[src/rtl/parking_lot_controller.sv]
// Entry/exit sequencer for an 8-space lot: owns the occupancy map, arbitrates
// the shared barrier and holds gate_open for GATE_CYCLES cycles per served car.
module parking_lot_controller #(
    parameter int unsigned GATE_CYCLES = 4
) (
    input  logic       clk,
    input  logic       reset,
    input  logic       entry_req,
    input  logic       exit_req,
    input  logic [2:0] exit_number,
    output logic       entry_ack,
    output logic [2:0] entry_number,
    output logic       entry_reject,
    output logic       exit_ack,
    output logic       exit_error,
    output logic [7:0] exit_onehot,
    output logic       gate_open,
    output logic [7:0] occupancy,
    output logic [3:0] free_count,
    output logic       full,
    output logic       empty
);

    typedef enum logic [1:0] {
        IDLE       = 2'd0,
        ENTRY_GATE = 2'd1,
        EXIT_GATE  = 2'd2
    } state_t;

    state_t     state_q, state_d;
    logic [3:0] cnt_q, cnt_d;
    logic [7:0] occ_q, occ_d;
    logic       entry_ack_q, entry_ack_d;
    logic [2:0] entry_number_q, entry_number_d;
    logic       entry_reject_q, entry_reject_d;
    logic       exit_ack_q, exit_ack_d;
    logic       exit_error_q, exit_error_d;
    logic [7:0] exit_onehot_q, exit_onehot_d;
    logic       gate_open_q, gate_open_d;

    logic [2:0] free_slot;
    logic       slot_found;
    logic [3:0] free_cnt;

    // Lowest-index free space and free-space count, both straight from the map.
    always_comb begin
        free_slot  = '0;
        slot_found = 1'b0;
        free_cnt   = '0;
        for (int unsigned i = 0; i < 8; i++) begin
            if (!occ_q[i] && !slot_found) begin
                free_slot  = 3'(i);
                slot_found = 1'b1;
            end
            free_cnt = free_cnt + {3'b000, ~occ_q[i]};
        end
    end

    assign full       = (occ_q == '1);
    assign empty      = (occ_q == '0);
    assign free_count = free_cnt;

    always_comb begin
        state_d        = state_q;
        cnt_d          = cnt_q;
        occ_d          = occ_q;
        entry_ack_d    = 1'b0;
        entry_number_d = entry_number_q;
        entry_reject_d = 1'b0;
        exit_ack_d     = 1'b0;
        exit_error_d   = 1'b0;
        exit_onehot_d  = '0;
        gate_open_d    = 1'b0;

        unique case (state_q)
            IDLE: begin
                // Exit is checked first so a full lot can free a space before entry.
                if (exit_req) begin
                    if (occ_q[exit_number]) begin
                        occ_d[exit_number] = 1'b0;
                        exit_ack_d         = 1'b1;
                        exit_onehot_d      = 8'b0000_0001 << exit_number;
                        gate_open_d        = 1'b1;
                        cnt_d              = 4'(GATE_CYCLES - 1);
                        state_d            = EXIT_GATE;
                    end else begin
                        exit_error_d = 1'b1;
                    end
                end else if (entry_req) begin
                    if (!full) begin
                        occ_d[free_slot] = 1'b1;
                        entry_number_d   = free_slot;
                        entry_ack_d      = 1'b1;
                        gate_open_d      = 1'b1;
                        cnt_d            = 4'(GATE_CYCLES - 1);
                        state_d          = ENTRY_GATE;
                    end else begin
                        entry_reject_d = 1'b1;
                    end
                end
            end
            ENTRY_GATE, EXIT_GATE: begin
                if (cnt_q == '0) begin
                    state_d = IDLE;
                end else begin
                    cnt_d       = cnt_q - 4'd1;
                    gate_open_d = 1'b1;
                end
            end
            default: state_d = IDLE;
        endcase
    end

    always_ff @(posedge clk) begin
        if (reset) begin
            state_q        <= IDLE;
            cnt_q          <= '0;
            occ_q          <= '0;
            entry_ack_q    <= 1'b0;
            entry_number_q <= '0;
            entry_reject_q <= 1'b0;
            exit_ack_q     <= 1'b0;
            exit_error_q   <= 1'b0;
            exit_onehot_q  <= '0;
            gate_open_q    <= 1'b0;
        end else begin
            state_q        <= state_d;
            cnt_q          <= cnt_d;
            occ_q          <= occ_d;
            entry_ack_q    <= entry_ack_d;
            entry_number_q <= entry_number_d;
            entry_reject_q <= entry_reject_d;
            exit_ack_q     <= exit_ack_d;
            exit_error_q   <= exit_error_d;
            exit_onehot_q  <= exit_onehot_d;
            gate_open_q    <= gate_open_d;
        end
    end

    assign entry_ack    = entry_ack_q;
    assign entry_number = entry_number_q;
    assign entry_reject = entry_reject_q;
    assign exit_ack     = exit_ack_q;
    assign exit_error   = exit_error_q;
    assign exit_onehot  = exit_onehot_q;
    assign gate_open    = gate_open_q;
    assign occupancy    = occ_q;

endmodule

[config.mk]
export PLATFORM = sky130hd
export DESIGN_NAME = parking_lot_controller
export DESIGN_NICKNAME = d
export VERILOG_FILES = /design/src/rtl/parking_lot_controller.sv
export SDC_FILE = /design/constraint.sdc
export NUM_CORES = 1
export LEC_CHECK = 0
export CORE_MARGIN = 5
export CORE_UTILIZATION = 50
export CTS_CLUSTER_SIZE = 24
export DETAILED_ROUTE_END_ITERATION = 7
export HOLD_SLACK_MARGIN = 0.15
export PLACE_DENSITY_LB_ADDON = 0.25
export SLEW_MARGIN = 20
export SYNTH_ARGS = -nofsm -noshare
export SYNTH_HDL_FRONTEND = slang
export SYNTH_SLANG_ARGS = --single-unit
[constraint.sdc]
create_clock -name clk -period 5.1 [get_ports clk]
set_clock_uncertainty 0.1 [all_clocks]
set_input_delay 1.53 -clock clk [delete_from_list [all_inputs] [get_ports clk]]
set_output_delay 1.53 -clock clk [all_outputs]
set_load 0.02 [all_outputs]
==> metrics.cfg, run 1 <==
[floorplanning]
chipWidth_microns = 67.1
dieArea_sq_mm = 0.00450
initial_utilization = 0.525
num_io_pins = 37
die_height_microns = 67.1
row_count = 20
core_sq_mm = 0.00310

[detailed_routing]
wirelength_microns = 4190
post_drt_wl_per_cell_microns = 15.9
routed_via_density = 5.82
drtPass1Iterations = 4
drc = 0
via_count = 1530
postRouteAntennaNets = 0
drtIter0Drc = 136

[run]
max_cap_violations = 0

[critical_path]
cell_at_the_slowest_stage_of_the_critical_path = fa_1
cp_data_arrival_time_ns = 3.32
worst-path-buf-inv = 2
critical_path_class = register to output port
critical_path.max_fanout = 2
crit_top_cell = fa_1
critical-path-max-stage-delay_ns = 0.53
end_kind = output port
timing.critical_path.from_type = register
required_time_reported_for_the_critical_path_endpoint_ns = 3.47
path_delay_family = adder cells
worstPathCellList = fa_1, inv_1, fa_1, fa_1, ha_1, fa_1, xor2_1, dlygate4sd2_1

[timing]
finalMaxSlewViolations = 0
setup_violations = 0
worst_pin_slew_ns = 0.636
layout_worst_path_cycle_share = 0.970
max_freq_mhz = 202
unrepaired_setup_endpoints_after_global_routing = no
setup_total_negative_slack_ns = 0
timing.final.hold_violations = 0
post-route-min-period_ns = 4.95
max-slew-margin-rel = 0.573
final.setup.worst_slack_ns = 0.152

[clock_tree]
cts_max_level = 2
clk_transition_reported_paths_ns = 0.09
numCtsBuffers = 5
clock_latency_reported_for_the_late_side_of_the_worst_skew_pair_ns = 0.33
clock_tree_root = clkbuf_4
cts_buffer_depth = 2
cts_tree = yes
numClockSinks = 30

[finish]
final_net_count = 242
ratio_of_cells_with_drive_above_1_in_the_final_layout = 0.0731
insertedDiodeCount = 0
utilization_of_the_core_after_routing = 0.674
final_cell_area_sq_mm = 0.00209
area_growth_syn_to_layout_pct = 28.2

[power_and_ir_drop]
power.total_w = 0.000495
ir_worst_vdd_mv = 0.174
leakage_nw = 0.780
powerDensity_mw_per_mm2 = 237

[placement]
cell_area_placed_sq_mm = 0.00204
dp_worst_setup_slack_ns = 0.221
gp_congestion = 0.821
placement.io_buffers = 36
dp_hpwl_microns = 3160

[synthesis]
ys.flop_type = dfxtp_1
synthesis.instances = 179
synth.top_cell.area_share = 0.368
most_instantiated_library_cell_after_synthesis = dfxtp_1
ys_top_cells_by_area = dfxtp_1 (37%), ha_1 (8.4%), fa_1 (4.9%), inv_1 (4.1%), nand2_1 (3.9%)
yosysSeqAreaShare = 0.368
postSynth.asyncResetShare = 0
post_synth_most_frequent_cells = dfxtp_1 (30), inv_1 (18), nand2_1 (17)
ys_ff_latch = 30
synth_edf_count = 0
syn-mean-instance-area_sq_um = 9.11
synth.yosys.warnings = 0
post-synth-top-area-cell = dfxtp_1
synth.distinct_cells = 45
synth_fp_nets = 201
mappedNetlistArea_sq_mm = 0.00163

[worst_hold_path]
hold_path.class = register to register

[grt]
grt_start_max_net_pins = 16
grt_pass1_wl_microns = 7020
globalRoute.totalOverflow = 0
antenna_found_initial = 0
groute.usage.overall = 0.209
first_global_vias = 1494

[status]
run_status = completed

## final timing paths
| kind | depth (start not counted) | end | start | slack (ns) |
|---|---|---|---|---|
| worst max-delay path | 8 | free_count[2] | occupancy[0] | 0.15 |
| worst min-delay path | 2 | entry_number[1] | entry_number[1] | 0.36 |
| worst max register to register | 6 | occupancy[0] | state_q[0] | 2.70 |
| worst min register to register | 2 | entry_number[1] | entry_number[1] | 0.36 |
## kinds of logic (layout without fill, tap and decap cells)
logic type,Yosys count,in the layout,synth area share
XOR/XNOR,1,1,0.00537
flip-flops,30,30,0.368
adder cells (fa/ha/maj),15,15,0.134
multiplexers,6,6,0.0545
AO/OA/AOI/OAI,39,39,0.177
AND/OR/NAND/NOR,65,65,0.203
buffers and inverters,23,63,0.0576
## sequential cells by signal, summed over array words and instances (netlist names)
signal	cells
exit_onehot	8
occupancy	8
cnt_q	4
entry_number	3
state_q	2
entry_ack	1
entry_reject	1
exit_ack	1
exit_error	1
gate_open	1
## layer usage
metal,wire length [microns],GRT usage,share of wire
met2,2020,0.358,0.48
met4,69,0.0684,0.016
met5,0,0,0
met1,1840,0.251,0.44
met3,260,0.0590,0.062
## worst reg2reg max path, cell delays in order, from the launching register on
cell,delay (ns)
dfxtp_1,0.33
inv_1,0.10
ha_1,0.33
nand2_1,0.15
or4_1,0.60
o311ai_0,0.48
o31ai_1,0.17
## final cells by class
type / instances / area [sq um]
fillers: 286 / 1010
flip-flops and latches: 30 / 601
repair buffers: 39 / 380
clock buffers: 6 / 51.3
multi-input cells: 126 / 936
well taps: 44 / 55.1
inverters: 18 / 67.6
## layout by cell type (no fill, tap or decap), types with 2 or more instances in the layout
| cell | count |
|---|---|
| dlygate4sd2_1 | 2 |
| fa_1 | 4 |
| mux2_4 | 3 |
| nor4_1 | 2 |
| ha_1 | 11 |
| clkbuf_4 | 5 |
| inv_1 | 18 |
| nand2b_1 | 8 |
| nor2_1 | 15 |
| a311oi_1 | 2 |
| o31ai_1 | 4 |
| a21oi_1 | 5 |
| clkdlybuf4s50_1 | 34 |
| dfxtp_1 | 30 |
| o311ai_0 | 2 |
| o211ai_1 | 7 |
| o32ai_1 | 2 |
| nand2_1 | 17 |
| nor2b_1 | 2 |
| buf_4 | 3 |
| nand4_1 | 2 |
| nand3_1 | 5 |
| nor3_1 | 5 |
| o21ai_0 | 7 |
## report_power, final
part,internal (W),switching (W)
clock network,0.0000620,0.0000771
logic,0.0000452,0.0000643
registers,0.000242,0.00000441
total,0.000349,0.000146
## per-stage QoR
| step | hold WS (ns) | instances |
|---|---|---|
| 2_1_floorplan | 0.353 | 179 |
| 3_3_place_gp | 0.345 | 257 |
| 3_5_place_dp | 0.354 | 257 |
| 4_1_cts | 0.370 | 263 |
| 5_1_grt | 0.408 | 263 |
| 6_report | 0.364 | 263 |
## timing repair
action | CTS | global route
hold buffers | 0 | 0
setup buffers | 0 | 0
gates resized for setup | 2 | 0
endpoints found under the setup margin | 2 | 0
(Power assumes the default switching activity.)
==> inputs of run 2 (changes only) <==
--- a/config.mk
+++ b/config.mk
@@ -5,6 +5,7 @@
 export SDC_FILE = /design/constraint.sdc
 export NUM_CORES = 1
 export LEC_CHECK = 0
+export ABC_AREA = 1
 export CORE_MARGIN = 5
 export CORE_UTILIZATION = 50
 export CTS_CLUSTER_SIZE = 24
==> metrics.cfg, run 2 <==
[critical_path]
cell_at_the_slowest_stage_of_the_critical_path = fa_1
critical_path.max_fanout = 2  ; unchanged
cp_data_arrival_time_ns = 3.29  ; -0.03 ns
required_time_reported_for_the_critical_path_endpoint_ns = 3.47  ; about the same
crit_top_cell = fa_1
critical_path_class = register to output port
worst-path-buf-inv = 2  ; unchanged
end_kind = output port
critical-path-max-stage-delay_ns = 0.53  ; about the same
timing.critical_path.from_type = register
path_delay_family = adder cells
worstPathCellList = fa_1, inv_1, fa_1, fa_1, ha_1, fa_1, xor2_1, clkdlybuf4s15_1

[timing]
timing.final.hold_violations = 0  ; unchanged
worst_pin_slew_ns = 0.491  ; -0.145 ns
finalMaxSlewViolations = 0  ; unchanged
max_freq_mhz = 203  ; +0.53%
max-slew-margin-rel = 0.669  ; +0.0959
final.setup.worst_slack_ns = 0.178  ; +0.0259 ns
post-route-min-period_ns = 4.92  ; -0.0259 ns
setup_total_negative_slack_ns = 0  ; unchanged
setup_violations = 0  ; unchanged
unrepaired_setup_endpoints_after_global_routing = no
layout_worst_path_cycle_share = 0.965  ; -0.00507

[detailed_routing]
drc = 0  ; unchanged
drtPass1Iterations = 4  ; unchanged
postRouteAntennaNets = 0  ; unchanged
post_drt_wl_per_cell_microns = 11.9  ; -25%
wirelength_microns = 3940  ; -6.1%
drtIter0Drc = 124  ; -8.8%
via_count = 1634  ; +6.8%
routed_via_density = 4.95  ; -15%

[grt]
groute.usage.overall = 0.173  ; -0.0366
antenna_found_initial = 0  ; unchanged
first_global_vias = 1530  ; +2.4%
globalRoute.totalOverflow = 0  ; unchanged
grt_start_max_net_pins = 14  ; -2
grt_pass1_wl_microns = 6830  ; -2.7%

[finish]
final_net_count = 305  ; +26%
register_area_sq_um = 601  ; unchanged
utilization_of_the_core_after_routing = 0.664  ; -0.0101
area_growth_syn_to_layout_pct = 26.5
insertedDiodeCount = 0  ; unchanged
ratio_of_cells_with_drive_above_1_in_the_final_layout = 0.137  ; +0.0643
mostFrequentLayoutCells = nand2_1 (55), clkdlybuf4s50_1 (34), inv_1 (32), nor2_1 (32), dfxtp_1 (30)
multi_input_comb_area_sq_mm = 0.00103  ; +10%
commonest_non_fill_non_tap_cell_in_the_layout = nand2_1
number_of_fill_cells_in_the_layout = 317  ; +11%

[placement]
dp_worst_setup_slack_ns = 0.228  ; +0.00759 ns
dp_hpwl_microns = 3040  ; -3.9%
gp_congestion = 0.902  ; +9.9%
placement.io_buffers = 36  ; unchanged

[floorplanning]
row_count = 21  ; +5.0%
core_sq_mm = 0.00342  ; +10%
die_height_microns = 69.9  ; +4.1%
chipWidth_microns = 69.9  ; +4.1%
dieArea_sq_mm = 0.00488  ; +8.4%
num_io_pins = 37  ; unchanged
initial_utilization = 0.525  ; -0.000861

[power_and_ir_drop]
switching_share = 0.394  ; +0.0988
part_of_the_power_in_the_clock_network = 0.200  ; -0.081
internal_power_summed_over_all_cells_w = 0.000462  ; +32%
ir_worst_vdd_mv = 0.311  ; +79%
power.sequential.fraction = 0.371  ; -0.126
leakage_nw = 1.03  ; +32%
powerDensity_mw_per_mm2 = 336  ; +42%
combPwrFrac = 0.429  ; +0.208
total_switching_power_w = 0.000300  ; +110%

[status]
run_status = completed

[synthesis]
ys.flop_type = dfxtp_1
yosysSeqAreaShare = 0.335  ; -0.0332
syn-mean-instance-area_sq_um = 7.43  ; -18%
post-synth-top-area-cell = dfxtp_1
synth_fp_nets = 263  ; +31%
synth.yosys.warnings = 0  ; unchanged
most_instantiated_library_cell_after_synthesis = nand2_1
postSynth.asyncResetShare = 0  ; unchanged
ys_ff_latch = 30  ; unchanged
synth_edf_count = 0  ; unchanged
ys_top_cells_by_area = dfxtp_1 (34%), nand2_1 (12%), ha_1 (7.7%), inv_1 (6.7%), nor2_1 (6.7%)
synth.top_cell.area_share = 0.335  ; -0.0332
synthesis.instances = 241  ; +35%
synth.distinct_cells = 32  ; -29%
mappedNetlistArea_sq_mm = 0.00179  ; +9.9%
post_synth_most_frequent_cells = nand2_1 (55), inv_1 (32), nor2_1 (32)

[clock_tree]
cts_tree = yes
clk_transition_reported_paths_ns = 0.10  ; about the same
cts.hold.buffers_added = 0  ; unchanged
clock_latency_reported_for_the_late_side_of_the_worst_skew_pair_ns = 0.34  ; about the same
cts_max_level = 2  ; unchanged
numCtsBuffers = 5  ; unchanged
clock_tree_root = clkbuf_4
cts_buffer_depth = 2  ; unchanged
numClockSinks = 30  ; unchanged

[worst_hold_path]
hold_path.class = register to register

[run]
max_cap_violations = 0  ; unchanged

-- run 2: cell count changes after synthesis, sizes merged, moves of 4 or more --
cell / before / now
nor3: 5 / 1
nand2: 17 / 66
nand4: 2 / 9
nor2: 15 / 35
o31ai: 4 / 0
nand2b: 8 / 0
nand3: 5 / 16
mux2: 4 / 0
a21oi: 5 / 11
inv: 18 / 35
o21ai: 8 / 12
o211ai: 7 / 1
-- run 2: through the flow --
step	total power (W)	cell area (sq um)	hold WS (ns)	std cells
global placement	0.000611	2200	0.388	322
finish	0.000762	2270	0.409	330
CTS	0.000769	2270	0.408	330
detailed placement	0.000617	2200	0.388	322
global route	0.000830	2270	0.430	330
floorplan	0.000530	1790	0.370	241
-- run 2: power by group through the flow --
| stage | Sequential (W) | Clock (W) | Combinational, W |
|---|---|---|---|
| 3_5_place_dp | 0.000287 | 0 | 0.000330 |
| 4_1_cts | 0.000282 | 0.000156 | 0.000330 |
| 3_3_place_gp | 0.000287 | 0 | 0.000324 |
| 5_1_grt | 0.000287 | 0.000171 | 0.000371 |
| 2_1_floorplan | 0.000304 | 0 | 0.000226 |
| 6_report | 0.000283 | 0.000152 | 0.000327 |
-- run 2: what timing repair did --
item	4_1_cts	5_1_grt
buffers inserted	0	0
resized for setup	2	1
endpoints found under the setup margin	2	1
-- run 2: final timing paths --
kind	startpoint	to	slack [ns]	depth (start not counted)
worst max-delay path	occupancy[0]	free_count[2]	0.18	8
worst min-delay path	cnt_q[3]	cnt_q[3]	0.41	2
worst max register to register	occupancy[0]	occupancy[2]	3.28	8
worst min register to register	cnt_q[3]	cnt_q[3]	0.41	2
-- run 2: final cells by class --
type | count | share of cell area
timing repair buffer | 39 | 0.168
clock buffer | 6 | 0.0226
clock inverter | 2 | 0.00552
tap | 46 | 0.0254
multi-input combinational | 172 | 0.454
inverter | 35 | 0.0591
sequential | 30 | 0.265
-- run 2: metal layers --
layer	track usage	vias to the layer above	part of all wire
met5	0	-	0
met1	0.225	737	0.47
li1	-	845	-
met4	0.0574	0	0.014
met3	0.0603	6	0.067
met2	0.267	46	0.45
-- run 2: kinds of logic (layout without fill, tap and decap cells) --
| logic type | Yosys count | count (layout) | share of synthesized area |
|---|---|---|---|
| simple gates | 128 | 128 | 0.352 |
| buf+inv | 39 | 82 | 0.0901 |
| flops | 30 | 30 | 0.335 |
| compound gates | 26 | 26 | 0.0866 |
| fa+ha+maj | 15 | 15 | 0.122 |
| xor+xnor | 3 | 3 | 0.0147 |
-- run 2: worst reg2reg max path: stages, from the launching register on --
cell,delay [ns]
dfxtp_1,0.37
buf_4,0.17
ha_1,0.23
nand3_2,0.11
nor2_4,0.15
nand2_2,0.10
a21boi_4,0.21
nand3_1,0.14
a21oi_1,0.17
